## src/rtl/pe_array_seq.sv

```systemverilog
// pe_array_seq: hardware sequencer for the pe_array output-stationary loop nest.
// Loop order is m (output column) outermost, then j (row tile), then i (reduction).
// Each tile streams IA_W activation/weight beats into pe_array. It then pulses the
// clear/readout window and writes one output-buffer word per tile.
module pe_array_seq #(
  parameter int MAC_NUM = 4,
  parameter int BW_ACT  = 8,
  parameter int BW_WET  = 8,
  parameter int IA_H    = 8,
  parameter int IA_W    = 8,
  parameter int OA_W    = 8,
  parameter int PE_LAT  = 2,
  localparam int J_N    = IA_H / MAC_NUM,
  localparam int IA_AW  = (J_N * IA_W > 1) ? $clog2(J_N * IA_W) : 1,
  localparam int WT_AW  = (IA_W * OA_W > 1) ? $clog2(IA_W * OA_W) : 1,
  localparam int OA_AW  = (J_N * OA_W > 1) ? $clog2(J_N * OA_W) : 1
) (
  input  logic                        clk,
  input  logic                        reset,
  input  logic                        start,
  input  logic [7:0]                  shift_num,
  output logic                        busy,
  output logic                        done,
  output logic                        ia_rd_en,
  output logic [IA_AW-1:0]            ia_rd_addr,
  input  logic [MAC_NUM*BW_ACT-1:0]   ia_rd_data,
  output logic                        wet_rd_en,
  output logic [WT_AW-1:0]            wet_rd_addr,
  input  logic [BW_WET-1:0]           wet_rd_data,
  output logic                        PE_mac_enable,
  output logic                        PE_clear_acc,
  output logic [MAC_NUM*BW_ACT-1:0]   PE_act_in,
  output logic [BW_WET-1:0]           PE_wet_in,
  output logic [7:0]                  PE_res_shift_num,
  input  logic [MAC_NUM*BW_ACT-1:0]   PE_result_out,
  output logic                        oa_wr_en,
  output logic [OA_AW-1:0]            oa_wr_addr,
  output logic [MAC_NUM*BW_ACT-1:0]   oa_wr_data
);

  localparam int IW = (IA_W > 1) ? $clog2(IA_W) : 1;
  localparam int JW = (J_N > 1) ? $clog2(J_N) : 1;
  localparam int MW = (OA_W > 1) ? $clog2(OA_W) : 1;
  localparam int LW = (PE_LAT > 1) ? $clog2(PE_LAT) : 1;

  typedef enum logic [2:0] {
    S_IDLE  = 3'd0,
    S_FEED  = 3'd1,
    S_DRAIN = 3'd2,
    S_CLEAR = 3'd3,
    S_WAIT  = 3'd4,
    S_WRITE = 3'd5,
    S_DONE  = 3'd6
  } state_t;

  state_t state_q, state_d;
  logic [IW-1:0] i_q, i_d;
  logic [JW-1:0] j_q, j_d;
  logic [MW-1:0] m_q, m_d;
  logic [LW-1:0] w_q, w_d;
  logic [7:0]    shift_q, shift_d;

  // Next-state values of the registered outputs, derived from the next FSM state
  logic                   rd_en_d;
  logic [IA_AW-1:0]       ia_addr_d;
  logic [WT_AW-1:0]       wet_addr_d;
  logic                   wr_en_d;
  logic [OA_AW-1:0]       oa_addr_d;
  logic                   clear_d;
  logic                   busy_d;
  logic                   done_d;

  // Output registers
  logic                        busy_q, done_q;
  logic                        ia_rd_en_q, wet_rd_en_q;
  logic [IA_AW-1:0]            ia_rd_addr_q;
  logic [WT_AW-1:0]            wet_rd_addr_q;
  logic                        mac_en_q, clear_q;
  logic [MAC_NUM*BW_ACT-1:0]   act_q;
  logic [BW_WET-1:0]           wet_q;
  logic                        oa_wr_en_q;
  logic [OA_AW-1:0]            oa_wr_addr_q;
  logic [MAC_NUM*BW_ACT-1:0]   oa_wr_data_q;

  // FSM state, loop counters and latched shift amount
  always_ff @(posedge clk or posedge reset) begin
    if (reset) begin
      state_q <= S_IDLE;
      i_q     <= {IW{1'b0}};
      j_q     <= {JW{1'b0}};
      m_q     <= {MW{1'b0}};
      w_q     <= {LW{1'b0}};
      shift_q <= 8'd0;
    end else begin
      state_q <= state_d;
      i_q     <= i_d;
      j_q     <= j_d;
      m_q     <= m_d;
      w_q     <= w_d;
      shift_q <= shift_d;
    end
  end

  // Loop-nest sequencing: next state and counter updates
  always_comb begin
    state_d = state_q;
    i_d     = i_q;
    j_d     = j_q;
    m_d     = m_q;
    w_d     = w_q;
    shift_d = shift_q;
    case (state_q)
      S_IDLE: begin
        if (start) begin
          state_d = S_FEED;
          i_d     = {IW{1'b0}};
          j_d     = {JW{1'b0}};
          m_d     = {MW{1'b0}};
          shift_d = shift_num;
        end else begin
          state_d = S_IDLE;
        end
      end
      S_FEED: begin
        if (i_q == IW'(IA_W - 1)) begin
          state_d = S_DRAIN;
          i_d     = {IW{1'b0}};
        end else begin
          i_d     = i_q + IW'(1);
        end
      end
      S_DRAIN: begin
        state_d = S_CLEAR;
      end
      S_CLEAR: begin
        state_d = S_WAIT;
        w_d     = {LW{1'b0}};
      end
      S_WAIT: begin
        if (w_q == LW'(PE_LAT - 1)) begin
          state_d = S_WRITE;
        end else begin
          w_d     = w_q + LW'(1);
        end
      end
      S_WRITE: begin
        if (j_q == JW'(J_N - 1)) begin
          j_d = {JW{1'b0}};
          if (m_q == MW'(OA_W - 1)) begin
            m_d     = {MW{1'b0}};
            state_d = S_DONE;
          end else begin
            m_d     = m_q + MW'(1);
            state_d = S_FEED;
          end
        end else begin
          j_d     = j_q + JW'(1);
          state_d = S_FEED;
        end
      end
      S_DONE: begin
        state_d = S_IDLE;
      end
      default: begin
        state_d = S_IDLE;
      end
    endcase
  end

  // Strobes and addresses for the coming cycle; addresses stay 0 off-strobe
  always_comb begin
    rd_en_d    = (state_d == S_FEED);
    wr_en_d    = (state_d == S_WRITE);
    clear_d    = (state_d == S_CLEAR) || (state_d == S_WAIT);
    done_d     = (state_d == S_DONE);
    busy_d     = (state_d != S_IDLE) && (state_d != S_DONE);
    ia_addr_d  = {IA_AW{1'b0}};
    wet_addr_d = {WT_AW{1'b0}};
    oa_addr_d  = {OA_AW{1'b0}};
    if (rd_en_d) begin
      ia_addr_d  = IA_AW'(int'(j_d) * IA_W + int'(i_d));
      wet_addr_d = WT_AW'(int'(i_d) * OA_W + int'(m_d));
    end else begin
      ia_addr_d  = {IA_AW{1'b0}};
      wet_addr_d = {WT_AW{1'b0}};
    end
    if (wr_en_d) begin
      oa_addr_d = OA_AW'(int'(j_d) * OA_W + int'(m_d));
    end else begin
      oa_addr_d = {OA_AW{1'b0}};
    end
  end

  // Registered outputs; buffer data is captured on the edge ending its read strobe
  always_ff @(posedge clk or posedge reset) begin
    if (reset) begin
      busy_q        <= 1'b0;
      done_q        <= 1'b0;
      ia_rd_en_q    <= 1'b0;
      wet_rd_en_q   <= 1'b0;
      ia_rd_addr_q  <= {IA_AW{1'b0}};
      wet_rd_addr_q <= {WT_AW{1'b0}};
      mac_en_q      <= 1'b0;
      clear_q       <= 1'b0;
      act_q         <= {(MAC_NUM*BW_ACT){1'b0}};
      wet_q         <= {BW_WET{1'b0}};
      oa_wr_en_q    <= 1'b0;
      oa_wr_addr_q  <= {OA_AW{1'b0}};
      oa_wr_data_q  <= {(MAC_NUM*BW_ACT){1'b0}};
    end else begin
      busy_q        <= busy_d;
      done_q        <= done_d;
      ia_rd_en_q    <= rd_en_d;
      wet_rd_en_q   <= rd_en_d;
      ia_rd_addr_q  <= ia_addr_d;
      wet_rd_addr_q <= wet_addr_d;
      mac_en_q      <= ia_rd_en_q;
      clear_q       <= clear_d;
      act_q         <= ia_rd_en_q ? ia_rd_data : {(MAC_NUM*BW_ACT){1'b0}};
      wet_q         <= wet_rd_en_q ? wet_rd_data : {BW_WET{1'b0}};
      oa_wr_en_q    <= wr_en_d;
      oa_wr_addr_q  <= oa_addr_d;
      oa_wr_data_q  <= wr_en_d ? PE_result_out : {(MAC_NUM*BW_ACT){1'b0}};
    end
  end

  assign busy             = busy_q;
  assign done             = done_q;
  assign ia_rd_en         = ia_rd_en_q;
  assign ia_rd_addr       = ia_rd_addr_q;
  assign wet_rd_en        = wet_rd_en_q;
  assign wet_rd_addr      = wet_rd_addr_q;
  assign PE_mac_enable    = mac_en_q;
  assign PE_clear_acc     = clear_q;
  assign PE_act_in        = act_q;
  assign PE_wet_in        = wet_q;
  assign PE_res_shift_num = shift_q;
  assign oa_wr_en         = oa_wr_en_q;
  assign oa_wr_addr       = oa_wr_addr_q;
  assign oa_wr_data       = oa_wr_data_q;

endmodule

```

## config.mk

```make
export PLATFORM = sky130hd
export DESIGN_NAME = pe_array_seq
export DESIGN_NICKNAME = d
export VERILOG_FILES = /design/src/rtl/pe_array_seq.sv
export SDC_FILE = /design/constraint.sdc
export NUM_CORES = 1
export LEC_CHECK = 0
export CORE_ASPECT_RATIO = 0.8
export CORE_MARGIN = 2
export CORE_UTILIZATION = 43
export DETAILED_ROUTE_END_ITERATION = 10
export PLACE_DENSITY = 0.84
export SYNTH_ARGS = -nofsm -noshare
export SYNTH_HDL_FRONTEND = slang
export SYNTH_SLANG_ARGS = --single-unit
```

## constraint.sdc

```tcl
create_clock -name clk -period 8.9 [get_ports clk]
set_input_delay 1.78 -clock clk [delete_from_list [all_inputs] [get_ports clk]]
set_output_delay 1.78 -clock clk [all_outputs]
set_load 0.02 [all_outputs]
```

======== Yosys cells after proc, flatten, opt, wreduce, memory -nomap -nowiden ========
Cells that the tools add are included.
storage, ports and cells
  bits in registers ....................... 111
  bits of input ports ..................... 83
  output and inout bits ................... 101
  logic and storage cells ................. 68
cells by class
  $add $sub $neg .......................... 7
  equal/unequal tests ..................... 13
  multiplexer cells ....................... 24
  reduce and logical (&&, ||, !) cells .... 6
operator list
  operator               number
  $mux W32               2
  $mux W3                9
  $eq A3 B3 Y1 const B   7
  $pmux W3 S6            1
  $pmux W3 S2            2
  $eq A3 B2 Y1 const B   3
  $add A4 B3 Y4          2
  $mux W4                2
  $mux W8                1
  $add A3 B1 Y3 const B  2
  $add A6 B3 Y6          1
  $eq A3 B1 Y1 const B   2
  $mux W6                1
  $mux W1                4
  $pmux W1 S2            2
  $logic_not A3 Y1       1
  $ne A3 B3 Y1 const B   1
  $reduce_bool A3 Y1     1
  $add A1 B1 Y1 const B  2
  $reduce_and A2 Y1      1
  $reduce_bool A2 Y1     1
  $logic_and A1 B1 Y1    1
  $logic_or A1 B1 Y1     1

======== Depth between registers and ports, before layout ========
  depth in word-level cells ............... 6
  mapped depth ............................ 6
  depth with buffers taken out ............ 6

======== Least setup slack after synthesis ========
Ideal clock, no wire load.
  path kind ............................... input-to-reg
  start point ............................. in start
  end point ............................... reg shift_q[0] (netlist: PE_res_shift_num[0])
  setup time .............................. 0.125 ns
  data arrival time ....................... 2.658 ns
  required time ........................... 8.775 ns
  setup slack ............................. 6.117 ns
  stages .................................. 3
  path buffers ............................ 0
  path through ............................ or3b_4 > nor2_8 > mux2_2
on the way
  cells in the longest elaborated chain, start to end .. 1
ends and longest elaborated chain
  what                                line  RTL
  start, declared                     20    input logic start,
  $reduce_and A2 Y1 (no source line)  --
  end signal, assigned                100   shift_q <= shift_d;
  end, declared                       61    logic [7:0] shift_q, shift_d;
No other way between the ends.
A chain may end at the register's enable or synchronous reset.

==> results.toml <==
[global_routing]
grt_pass1_wl_mm = 12.7
grt_max_degree = 62
grt.total_usage = 0.175
overflow = 0
antenna_found_initial = 0
grt_pass1_vias = 2592

[cts]
clockBufferDepth = 2
ctsResizeCount = 0
clock_latency_ns = 0.35
cts_tree = "done"
cts.sinks = 108
clk_pin_slew_worst_paths_ns = 0.10
hold_buffers = 0
clockRootBuffer = "clkbuf_8"
numCtsBuffers = 9
cts_setup_buffers = 0
htree_levels = 3

[pwr]
sequentialPowerShare = 0.452
power.density_nw_per_um2 = 252
p_leak_nw = 2.66
p_sw_mw = 0.501
max-vdd-ir-drop_v = 0.000153
combPwrFrac = 0.370
p_int_mw = 0.983
clockPowerShare = 0.178
p_sw_frac = 0.338

[outcome]
status = "finished, final reports clean"

[sta]
worst_slew_pin_slew_ns = 0.996
slew_headroom = 0.336
skew_ns = 0.00764
rsz0062_at_grt = "no"
fmax_mhz = 256
final.period_utilization = 0.439
finalCriticalPeriod_ns = 3.91
hold_viol_final = 0
finalSetupTns_ns = 0
setup_viol = 0
drv_slew = 0
fin_ws_ns = 4.99

[job]
max_cap_violations = 0

[placement]
dpl.hpwl_mm = 6.24
io_buffer_count = 183
place_ws_ns = 5.34
place.gp.congestion = 0.790

[worst_setup_path]
crit_type = "reg2out"
reg2reg_slack_ns = 6.88
cp.arrival_ns = 2.13
worst_setup_path_end_kind = "output port"
max_stage_delay_ns = 1.01
timing.rr.start = "state_q[1]$_DFF_PP0_"
worstReg2RegEnd = "wet_rd_addr[0]$_DFF_PP0_"
cp.required_ns = 7.12
cp_max_fo = 43
crit_slowest_cell = "dfrtp_1"
crit_path_cell_trace = "clkdlybuf4s50_1"
reg2regPathDepth = 4
critPathLaunchType = "flop"
critPathTopFamily = "flip-flops"
critPathBufInv = 1

[floorplanning]
core-area_um2 = 8560
die_w_um = 109
die_area_um2 = 9640
placementRows = 30
ios = 184
start_util = 0.445
die_h_um = 88.2

[finish]
nNetsFinal = 544
syn2layout_area_growth_pct = 54.3
layout-drive-gt1-share = 0.0693
antennaDiodeCount = 0

[hold_path]
hold_path.class = "reg2reg"
min_from = "PE_res_shift_num[3]$_DFFE_PP0P_"
min_to = "PE_res_shift_num[3]$_DFFE_PP0P_"
hold-path-cell-count = 1

[synth]
synthTopCellsByArea = "dfrtp_1, and2_1, mux2_2"
yosysUniqueCellTypes = 37
seq_area_frac_synth = 0.709
ys_ff_latch = 108
synth.largest_area_cell = "dfrtp_1"
netlist_area_um2 = 3810
avgSynthCellArea_um2 = 13.7
synth_nets = 365
syn_inst = 278
synth.top_cell.area_share = 0.709
yosys_warnings = 0

[routing]
dr.first_iter.drc_count = 74
drt_wl_total_mm = 8.43
ant_nets = 0
drcViolationCount = 0
wl_per_cell_um = 14.7
via_count = 2604
drtPass1Iterations = 4
post_drt_via_cell_ratio = 4.54
==> synthesized netlist by cell type, drive strengths merged <==
cell type / instances
a31oi: 1
or3b: 2
clkbuf: 7
a21o: 2
ha: 4
a32o: 1
a22oi: 1
inv: 10
nand3b: 1
nand2b: 3
or2: 1
mux2i: 1
nor2: 13
buf: 9
a21bo: 1
mux2: 8
and3b: 1
a2bb2oi: 1
o22ai: 1
dfrtp: 108
a32oi: 2
and2b: 1
o31ai: 1
nand3: 2
o2bb2ai: 2
a21oi: 4
nor3: 1
nand2: 6
o21ai: 5
and2: 72
a22o: 1
nor2b: 5
==> flip-flops by register name (all words and copies together), names as in the netlist, 4 cells and up <==
name              count
PE_wet_in             8
wet_rd_addr           5
oa_wr_data           32
PE_res_shift_num      8
oa_wr_addr            4
PE_act_in            32
==> per-stage QoR <==
step / instances / power (mW) / instance area [um2] / utilization / hold slack (ns)
final: 574 / 1.48 / 5880 / 0.687 / 0.515
after global routing: 574 / 1.58 / 5880 / 0.687 / 0.543
after CTS: 574 / 1.50 / 5880 / 0.687 / 0.520
after detailed placement: 558 / 1.24 / 5710 / 0.667 / 0.497
after global placement: 558 / 1.22 / 5710 / 0.667 / 0.493
after floorplan: 278 / 0.972 / 3810 / - / 0.478
==> cells in the final DEF, fill, tap and decap left out, types with 2 or more instances in the layout <==
master and n:
clkdlybuf4s50_1 183, dfrtp_1 108, and2_1 72, nor2_1 12
inv_1 9, clkbuf_8 9, mux2_2 8, nand2_1 6
nor2b_1 5, o21ai_0 4, a21oi_1 4, ha_1 4
nand2b_1 3, o2bb2ai_1 2, nand3_1 2, a21o_1 2
a32oi_2 2, clkinvlp_4 2, inv_6 2
==> metal layers <==
layer	vias to the layer above	GRT usage	routed length (um)
met3	12	0.0871	1030
li1	1235	-	-
met4	0	0.0529	125
met2	136	0.294	4010
met1	1221	0.200	3260
met5	-	0	0
==> worst max-delay path by stage <==
stage	cells past startpoint	end	from	slack, ns
global route	1	ia_rd_en	wet_rd_en$_DFF_PP0_	4.83
floorplan	1	PE_act_in[0]$_DFF_PP0_	reset	4.27
global placement	1	wet_rd_en	wet_rd_en$_DFF_PP0_	5.39
finish	1	ia_rd_en	wet_rd_en$_DFF_PP0_	4.99
CTS	1	wet_rd_en	wet_rd_en$_DFF_PP0_	4.95
detailed placement	1	wet_rd_en	wet_rd_en$_DFF_PP0_	5.34
==> layout make-up <==
type,count,area (um2)
clock buffers,10,128
clock inverters,6,46.3
fillers,619,2680
inverters,10,40.0
multi-input cells,144,983
flip-flops and latches,108,2700
well taps,112,140
repair buffers,184,1840
==> power by group through the flow <==
stage	combinational, mW	sequential, mW	clock [mW]
final	0.550	0.670	0.264
after global routing	0.593	0.686	0.296
after CTS	0.556	0.671	0.276
after detailed placement	0.554	0.681	0
after global placement	0.542	0.676	0
after floorplan	0.213	0.759	0
==> logic make-up after synthesis <==
group,count (synthesis),share of synthesized area
flip-flops,108,0.709
adder cells (fa/ha/maj),4,0.0131
multiplexers,9,0.0263
AO/OA/AOI/OAI,23,0.0473
buffers and inverters,26,0.0328
AND/OR/NAND/NOR,108,0.171
No activity file was read; power rests on OpenSTA's default activity.
